==> config.mk <==
export PLATFORM = sky130hd
export DESIGN_NAME = mdu_ctrl
export DESIGN_NICKNAME = d
export VERILOG_FILES = /design/src/rtl/mdu_defs.sv /design/src/rtl/div_radix2.sv /design/src/rtl/mdu_ctrl.sv
export SDC_FILE = /design/constraint.sdc
export NUM_CORES = 2
export LEC_CHECK = 0
export BUFFER_PORTS_ARGS = -buffer_cell sky130_fd_sc_hd__buf_2
export CORE_ASPECT_RATIO = 0.5
export CORE_MARGIN = 10
export CORE_UTILIZATION = 53
export DETAILED_ROUTE_END_ITERATION = 10
export PLACE_DENSITY_LB_ADDON = 0.25
export SETUP_SLACK_MARGIN = 0.15
export SLEW_MARGIN = 40
export SYNTH_ARGS = -nofsm -noshare
export SYNTH_HDL_FRONTEND = slang
export SYNTH_HIERARCHICAL = 1
export SYNTH_SLANG_ARGS = --single-unit
==> constraint.sdc <==
create_clock -name clk -period 12.3 [get_ports clk]
set_clock_uncertainty 0.2 [all_clocks]
set_input_delay 3.69 -clock clk [delete_from_list [all_inputs] [get_ports clk]]
set_output_delay 3.69 -clock clk [all_outputs]
set_load 0.1 [all_outputs]
==> src/rtl/mdu_defs.sv <==
// Shared definitions for the multiply/divide unit:
// op codes, sequencer states and default widths.
package mdu_defs;

    localparam int MDU_DATA_W = 32;
    localparam int DIV_STEPS  = MDU_DATA_W;

    typedef enum logic [1:0] {
        MDU_MULT  = 2'd0,
        MDU_MULTU = 2'd1,
        MDU_DIV   = 2'd2,
        MDU_DIVU  = 2'd3
    } mdu_op_e;

    typedef enum logic [1:0] {
        S_IDLE = 2'd0,
        S_MUL  = 2'd1,
        S_DIV  = 2'd2,
        S_DONE = 2'd3
    } mdu_state_e;

    function automatic logic op_is_signed(input mdu_op_e o);
        return (o == MDU_MULT) || (o == MDU_DIV);
    endfunction

endpackage

==> src/rtl/div_radix2.sv <==
// Iterative radix-2 restoring divider on unsigned magnitudes.
// One shift/compare/subtract per step; next values exported.
module div_radix2 #(
    parameter int W = 32
) (
    input  logic         clk,
    input  logic         rst,
    input  logic         load,
    input  logic         step,
    input  logic [W-1:0] dividend,
    input  logic [W-1:0] divisor,
    output logic [W-1:0] quo_next,
    output logic [W-1:0] rem_next
);

    logic [W-1:0] rem_q, rem_d;
    logic [W-1:0] quo_q, quo_d;
    logic [W-1:0] dvs_q, dvs_d;
    logic [W:0]   shifted;
    logic [W:0]   diff;
    logic         ge;

    // Remainder stays below the divisor, so W+1 bits hold the shifted value.
    assign shifted  = {rem_q, quo_q[W-1]};
    assign diff     = shifted - {1'b0, dvs_q};
    assign ge       = ~diff[W];
    assign rem_next = ge ? diff[W-1:0] : shifted[W-1:0];
    assign quo_next = {quo_q[W-2:0], ge};

    always_comb begin
        rem_d = rem_q;
        quo_d = quo_q;
        dvs_d = dvs_q;
        if (load) begin
            rem_d = '0;
            quo_d = dividend;
            dvs_d = divisor;
        end else if (step) begin
            rem_d = rem_next;
            quo_d = quo_next;
        end
    end

    always_ff @(posedge clk or posedge rst) begin
        if (rst) begin
            rem_q <= '0;
            quo_q <= '0;
            dvs_q <= '0;
        end else begin
            rem_q <= rem_d;
            quo_q <= quo_d;
            dvs_q <= dvs_d;
        end
    end

endmodule

==> src/rtl/mdu_ctrl.sv <==
// Multiply/divide sequencer feeding HI/LO: stalls E while busy,
// cancels on flush, and pulses result_valid with the result.
module mdu_ctrl
    import mdu_defs::*;
#(
    parameter int DATA_W     = MDU_DATA_W,
    parameter int MUL_CYCLES = 2
) (
    input  logic              clk,
    input  logic              rst,
    input  logic              start,
    input  logic [1:0]        op,
    input  logic [DATA_W-1:0] srca,
    input  logic [DATA_W-1:0] srcb,
    input  logic              flush,
    output logic              stall_mdu,
    output logic              result_valid,
    output logic [DATA_W-1:0] hi_out,
    output logic [DATA_W-1:0] lo_out
);

    localparam int CNT_MAX = (DATA_W > MUL_CYCLES) ? DATA_W : MUL_CYCLES;
    localparam int CNT_W   = $clog2(CNT_MAX + 1);
    localparam logic [CNT_W-1:0] CNT_MUL = CNT_W'(MUL_CYCLES);
    localparam logic [CNT_W-1:0] CNT_DIV = CNT_W'(DATA_W);
    localparam logic [CNT_W-1:0] CNT_ONE = CNT_W'(1);

    mdu_state_e        state_q, state_d;
    logic [CNT_W-1:0]  cnt_q, cnt_d;
    mdu_op_e           op_q, op_d;
    logic [DATA_W-1:0] a_q, a_d;
    logic [DATA_W-1:0] b_q, b_d;
    logic [DATA_W-1:0] hi_q, hi_d;
    logic [DATA_W-1:0] lo_q, lo_d;
    logic              sa_q, sa_d;
    logic              sb_q, sb_d;
    logic              valid_q, valid_d;

    mdu_op_e           op_in;
    logic              sgn_in, sa_in, sb_in;
    logic              is_div_in, issue;
    logic [DATA_W-1:0] abs_a, abs_b;

    logic                mul_sgn;
    logic [2*DATA_W-1:0] ext_a, ext_b, product;

    logic [DATA_W-1:0] q_nx, r_nx;
    logic [DATA_W-1:0] quo_fix, rem_fix;

    assign op_in     = mdu_op_e'(op);
    assign sgn_in    = op_is_signed(op_in);
    assign sa_in     = sgn_in & srca[DATA_W-1];
    assign sb_in     = sgn_in & srcb[DATA_W-1];
    assign is_div_in = (op_in == MDU_DIV) | (op_in == MDU_DIVU);
    assign issue     = (state_q == S_IDLE) & start & ~flush;
    assign abs_a     = sa_in ? -srca : srca;
    assign abs_b     = sb_in ? -srcb : srcb;

    // Sign-extending to 2*W makes one unsigned multiply serve both forms.
    assign mul_sgn = op_is_signed(op_q);
    assign ext_a   = {{DATA_W{mul_sgn & a_q[DATA_W-1]}}, a_q};
    assign ext_b   = {{DATA_W{mul_sgn & b_q[DATA_W-1]}}, b_q};
    assign product = ext_a * ext_b;

    div_radix2 #(
        .W(DATA_W)
    ) u_div (
        .clk      (clk),
        .rst      (rst),
        .load     (issue & is_div_in),
        .step     (state_q == S_DIV),
        .dividend (abs_a),
        .divisor  (abs_b),
        .quo_next (q_nx),
        .rem_next (r_nx)
    );

    assign quo_fix = (sa_q ^ sb_q) ? -q_nx : q_nx;
    assign rem_fix = sa_q ? -r_nx : r_nx;

    always_comb begin
        state_d = state_q;
        cnt_d   = cnt_q;
        op_d    = op_q;
        a_d     = a_q;
        b_d     = b_q;
        sa_d    = sa_q;
        sb_d    = sb_q;
        hi_d    = hi_q;
        lo_d    = lo_q;
        valid_d = 1'b0;
        if (flush) begin
            state_d = S_IDLE;
        end else begin
            unique case (state_q)
                S_IDLE: begin
                    if (start) begin
                        op_d    = op_in;
                        a_d     = srca;
                        b_d     = srcb;
                        sa_d    = sa_in;
                        sb_d    = sb_in;
                        state_d = is_div_in ? S_DIV : S_MUL;
                        cnt_d   = is_div_in ? CNT_DIV : CNT_MUL;
                    end
                end
                S_MUL: begin
                    cnt_d = cnt_q - CNT_ONE;
                    if (cnt_q == CNT_ONE) begin
                        state_d      = S_DONE;
                        valid_d      = 1'b1;
                        {hi_d, lo_d} = product;
                    end
                end
                S_DIV: begin
                    cnt_d = cnt_q - CNT_ONE;
                    if (cnt_q == CNT_ONE) begin
                        state_d = S_DONE;
                        valid_d = 1'b1;
                        hi_d    = rem_fix;
                        lo_d    = quo_fix;
                    end
                end
                S_DONE: begin
                    state_d = S_IDLE;
                end
            endcase
        end
    end

    always_ff @(posedge clk or posedge rst) begin
        if (rst) begin
            state_q <= S_IDLE;
            cnt_q   <= '0;
            op_q    <= MDU_MULT;
            a_q     <= '0;
            b_q     <= '0;
            sa_q    <= 1'b0;
            sb_q    <= 1'b0;
            hi_q    <= '0;
            lo_q    <= '0;
            valid_q <= 1'b0;
        end else begin
            state_q <= state_d;
            cnt_q   <= cnt_d;
            op_q    <= op_d;
            a_q     <= a_d;
            b_q     <= b_d;
            sa_q    <= sa_d;
            sb_q    <= sb_d;
            hi_q    <= hi_d;
            lo_q    <= lo_d;
            valid_q <= valid_d;
        end
    end

    assign stall_mdu    = (((state_q == S_IDLE) & start)
                          | (state_q == S_MUL)
                          | (state_q == S_DIV)) & ~flush;
    assign result_valid = valid_q;
    assign hi_out       = hi_q;
    assign lo_out       = lo_q;

endmodule

Word-level counts from Yosys, hierarchy flattened
Cells that the tools add are included.
- add/subtract/negate cells: 6
- $mul: 1
- eq/ne operators: 12
- mux-type cells: 26
- bitwise gates (word level): 14
- reduce and logical (&&, ||, !) cells: 13
- operator list (operator ; count):
    $mux W32 ; 13
    $neg A32 Y32 ; 4
    $pmux W32 S2 ; 2
    $mul A33 B33 Y64 ; 1
    $sub A33 B32 Y33 ; 1
    $mux W6 ; 2
    $pmux W6 S2 ; 1
    $eq A2 B2 Y1 const B ; 5
    $and A1 B1 Y1 ; 8
    $mux W2 ; 4
    $eq A6 B1 Y1 const B ; 1
    $logic_not A2 Y1 ; 3
    $ne A2 B2 Y1 const B ; 3
    $pmux W2 S3 ; 1
    $reduce_and A3 Y1 ; 2
    $reduce_bool A2 Y1 ; 3
    $sub A6 B1 Y6 const B ; 1
    $reduce_and A4 Y1 ; 1
    $mux W1 ; 3
    $ne A3 B1 Y1 const B ; 1
    $ne A3 B3 Y1 const B ; 1
    $or A1 B1 Y1 ; 3
    $eq A2 B1 Y1 const B ; 1
    $logic_or A1 B1 Y1 ; 2
    other kinds (4) ; 5
- register bits after elaboration: 237
- word-level logic and storage cells: 85

Depth between registers and ports, before layout
- depth after elaboration: 6
- gate-level depth with buffers: 30
- depth with buffers taken out: 28

Hierarchy
The synthesis kept the hierarchy.
- by module, submodules not included (module ; times used ; cells an instance ; area each (µm²) ; sequential area each (µm²)):
    mdu_ctrl ; 1 ; 5135 ; 46467.1 ; 3503.4
    div_radix2 ; 1 ; 798 ; 6929.1 ; 2402.3

Least setup slack after synthesis
Ideal clock, no wire load.
- kind: input to output
- start: input port flush
- end: output port stall_mdu
- arrival time: 5.803 ns
- data required time: 8.410 ns
- setup slack: 2.607 ns
- stages on the path: 1
- path through: o21ai_0
- word-level cells in the longest chain between the ends: 2
- ends and longest elaborated chain (item ; RTL line ; RTL):
    start, declared ; mdu_ctrl.sv:15 ; input logic flush,
    $not A1 Y1 (no line) ; -- ;
    $and A1 B1 Y1 ; mdu_ctrl.sv:159 ; | (state_q == S_DIV)) & ~flush;
    end, declared ; mdu_ctrl.sv:16 ; output logic stall_mdu,
No other way between the ends.

Final worst setup path
- start: register op_q[0]
- end: register hi_q[26] (netlist: hi_out[26])
- word-level cells in the longest chain between the ends: 6
- ends and longest elaborated chain (item ; RTL line ; RTL):
    start, declared ; mdu_ctrl.sv:30 ; mdu_op_e op_q, op_d;
    start signal, assigned ; mdu_ctrl.sv:146 ; op_q <= op_d;
    $eq A2 B2 Y1 or $logic_not A2 Y1 (tied branches) ; mdu_defs.sv:23 ; return (o == MDU_MULT) || (o == MDU_DIV);
    $logic_or A1 B1 Y1 * ; mdu_defs.sv:23 ;
    $and A1 B1 Y1, on equally long branches ; mdu_ctrl.sv:61, mdu_ctrl.sv:62 ;
    $mul A33 B33 Y64 * ; mdu_ctrl.sv:63 ; assign product = ext_a * ext_b;
    $mux W32 * ; mdu_ctrl.sv:109 ; if (cnt_q == CNT_ONE) begin
    $pmux W32 S2 * ; mdu_ctrl.sv:95 ; unique case (state_q)
    end signal, assigned ; mdu_ctrl.sv:151 ; hi_q <= hi_d;
    end, declared ; mdu_ctrl.sv:33 ; logic [DATA_W-1:0] hi_q, hi_d;
Mark *: on every way between the ends. The rest lies on a longest branch, timed or not. The select of a mux whose other input is x is not followed.
A chain may end at the register's enable or synchronous reset.

==> out/metrics.csv <==
metric;value;unit
drc_errors;0;
synth_top_area_cell;fa_1;
cts_tree;yes;
slowest_delay;0.68;ns
ys_seq_area_share;11.06;%
worst_slew_pin_slew;0.8742;ns
ys_warn_count;6;
critPathTopFamily;adder cells;
gp_congestion;0.9670;
clk_pin_slew;0.07;ns
dr.first_iter.drc_count;4024;
endpoint_kind;register;
hp-class;register to register;
antenna_left;0;
areaGrowthSynthToFinish;4.694;%
yosys.area.top_type_share;42.22;%
endpoint;hi_out[26];
nNetsFinal;7269;
synth-compound-area-share;7.941;%
wirelength;169200;um
dr_total_vias;41210;
fin_crit_sh;77.25;%
die_x;468.9;um
cp_num_buf_inv;6;
row_count;82;
core-area;100000;um2
design.die.area;114600;um2
rr_startpoint;op_q[0];
firstDrtPassIters;6;
fillCellCount;8979;
port_buffers;135;
synth_edf_count;0;
synth-seq-cells;236;
crit_start;op_q[0];
dp_hpwl;136100;um
netlist_top_cells_count;1194 x inv_1, 1126 x fa_1, 952 x nand2_1, 371 x and2_1, 293 x clkbuf_1;
clk_latency;0.63;ns
status;finished, final reports clean;
postCtsHoldBufs;0;
grt_max_degree;91;
slew_headroom;41.72;%
r2r_end;hi_out[26];
arrival;9.77;ns
floorplan.initialDensity;53.38;%
synth_adder_area_share;48.14;%
drv_slew;0;
synth_top_family_by_area;adder cells;
yosys.cell_types.count;110;
worstRegToRegCells;25;
synth_xor_xnor_area_share;3.496;%
path_max_fanout;30;
antenna_found_initial;19;
worstPathRequired;12.56;ns
grt_pass1_vias;44140;
fmax;0.1052;GHz
maxCapViolations;0;
grt_usage;30.02;%
vias_per_cell;5.726;
globalRouteOverflowTotal;0;
cts-resized-gates;0;
yosysMostFrequentCell;inv_1;
synth_mux_area_share;2.638;%
synth-main-ff-cell;dfrtp_1;
period_minus_slack;9.502;ns
yosys.area_share.simple;15.25;%
cts_buffer_depth;3;
rrSetupSlack;2.80;ns
clkSinkCount;236;
die_h;244.4;um
yosys-top-cells-area;fa_1 42%, dfrtp_1 11%, inv_1 8.4%, nand2_1 6.7%, ha_1 5.9%;
drive_gt1_share;7.479;%
grt_pass1_wl;265900;um
setup_tns;0;ns
wire_per_inst;23.52;um
syn-num-nets;7382;
cts_setup_buffers;0;
pin_count;136;
synth_area;53400;um2
hold_violations;0;
cts_inserted_buffers;29;
crit_type;register to register;
avgSynthCellArea;9.000;um2
cts-root-buf;clkbuf_16;
rsz0062_at_grt;false;
cp_slowest_cell;fa_1;
postSynth.asyncResetShare;100.0;%
startpoint_type;register;
path_depth;25;
htreeDepth;1;
synthCells;5933;
worst_path_most_repeated_cell;fa_1;
setup_viol;0;
[how the worst min path moves through the flow]
stage                from          to  slack, ns  depth (start not counted)
2_1_floorplan    cnt_q[5]    cnt_q[5]       0.27                          1
3_3_place_gp   lo_out[15]  lo_out[15]       0.26                          2
3_5_place_dp   lo_out[21]  lo_out[21]       0.27                          2
4_1_cts         lo_out[7]   lo_out[7]       0.29                          2
5_1_grt        lo_out[27]  lo_out[27]       0.31                          2
6_report        lo_out[7]   lo_out[7]       0.28                          2
[state kept, by name (all words and copies together) (netlist names)]
register and flops:
lo_out 32, cnt_q 6, a_q 32, sa_q 1, sb_q 1, b_q 32, u_div/dvs_q 32, u_div/quo_q 32
state_q 2, op_q 1, u_div/rem_q 32, result_valid 1, hi_out 32
[stage by stage]
stage	area [um2]	setup slack [ns]	cells	util (%)	hold slack, ns
2_1_floorplan	53400	2.607	5933	-	0.2736
3_3_place_gp	54780	3.221	7130	54.77	0.2604
3_5_place_dp	54820	3.070	7131	54.80	0.2729
4_1_cts	55800	2.997	7185	55.78	0.2883
5_1_grt	55890	2.494	7191	55.87	0.3105
6_report	55900	2.798	7196	55.88	0.2845
[per-layer routing]
metal	track usage (%)	vias up	wire length (um)
li1	-	17650	-
met1	43.00	21230	71450
met2	43.77	2021	71080
met3	10.48	296	22340
met4	6.429	12	4173
met5	0.7573	-	182
[tightest hold or removal path, delay by kind of cell (launching register included)]
| family | cells | cell delay (ns) |
|---|---|---|
| AOI/OAI and AO/OA | 1 | 0.06 |
| and+or+nand+nor | 1 | 0.05 |
| DFF | 1 | 0.34 |
[placed cells by master (no fill, tap or decap), types with 12 or more instances in the layout]
| cell type | count |
|---|---|
| mux2_2 | 61 |
| o21bai_1 | 17 |
| dfrtp_2 | 19 |
| nand2b_1 | 21 |
| or2_2 | 12 |
| o21ai_1 | 30 |
| a211oi_1 | 12 |
| nand2_1 | 952 |
| a21o_1 | 33 |
| and2_1 | 371 |
| o211ai_1 | 18 |
| inv_1 | 1192 |
| buf_4 | 75 |
| nand4_1 | 30 |
| nor4_1 | 14 |
| ha_1 | 252 |
| or4_1 | 12 |
| o21a_1 | 42 |
| o21ai_0 | 207 |
| xor2_1 | 79 |
| or3_1 | 18 |
| xnor2_1 | 131 |
| nor3_1 | 34 |
| mux2i_1 | 38 |
| nand3_1 | 30 |
| o41ai_1 | 13 |
| buf_2 | 135 |
| a21oi_1 | 169 |
| o31ai_1 | 30 |
| mux2_4 | 22 |
| fa_1 | 1126 |
| a31oi_1 | 17 |
| clkbuf_16 | 29 |
| nor2_1 | 199 |
| dfrtp_1 | 212 |
[final cells by class]
cell class / instances / area [um2] / share of cell area (%)
Sequential cell: 236 / 5948 / 10.64
Multi-Input combinational cell: 4139 / 41410 / 74.08
Clock inverter: 10 / 155.1 / 0.2775
Antenna cell: 9 / 22.52 / 0.04029
Tap cell: 1344 / 1682 / 3.008
Timing Repair Buffer: 217 / 1350 / 2.415
Clock buffer: 44 / 822.0 / 1.470
Inverter: 1197 / 4508 / 8.064
[cells by family after synthesis]
family	count (synthesis)
xor gates and xnor gates	211
AOI/OAI and AO/OA	672
adders and majority gates	1379
DFF	236
buffers and inverters	1558
muxes	122
and+or+nand+nor	1755
Power is not shown: default switching activity piles up to over one toggle a cycle in this logic, so the estimate is an artifact.
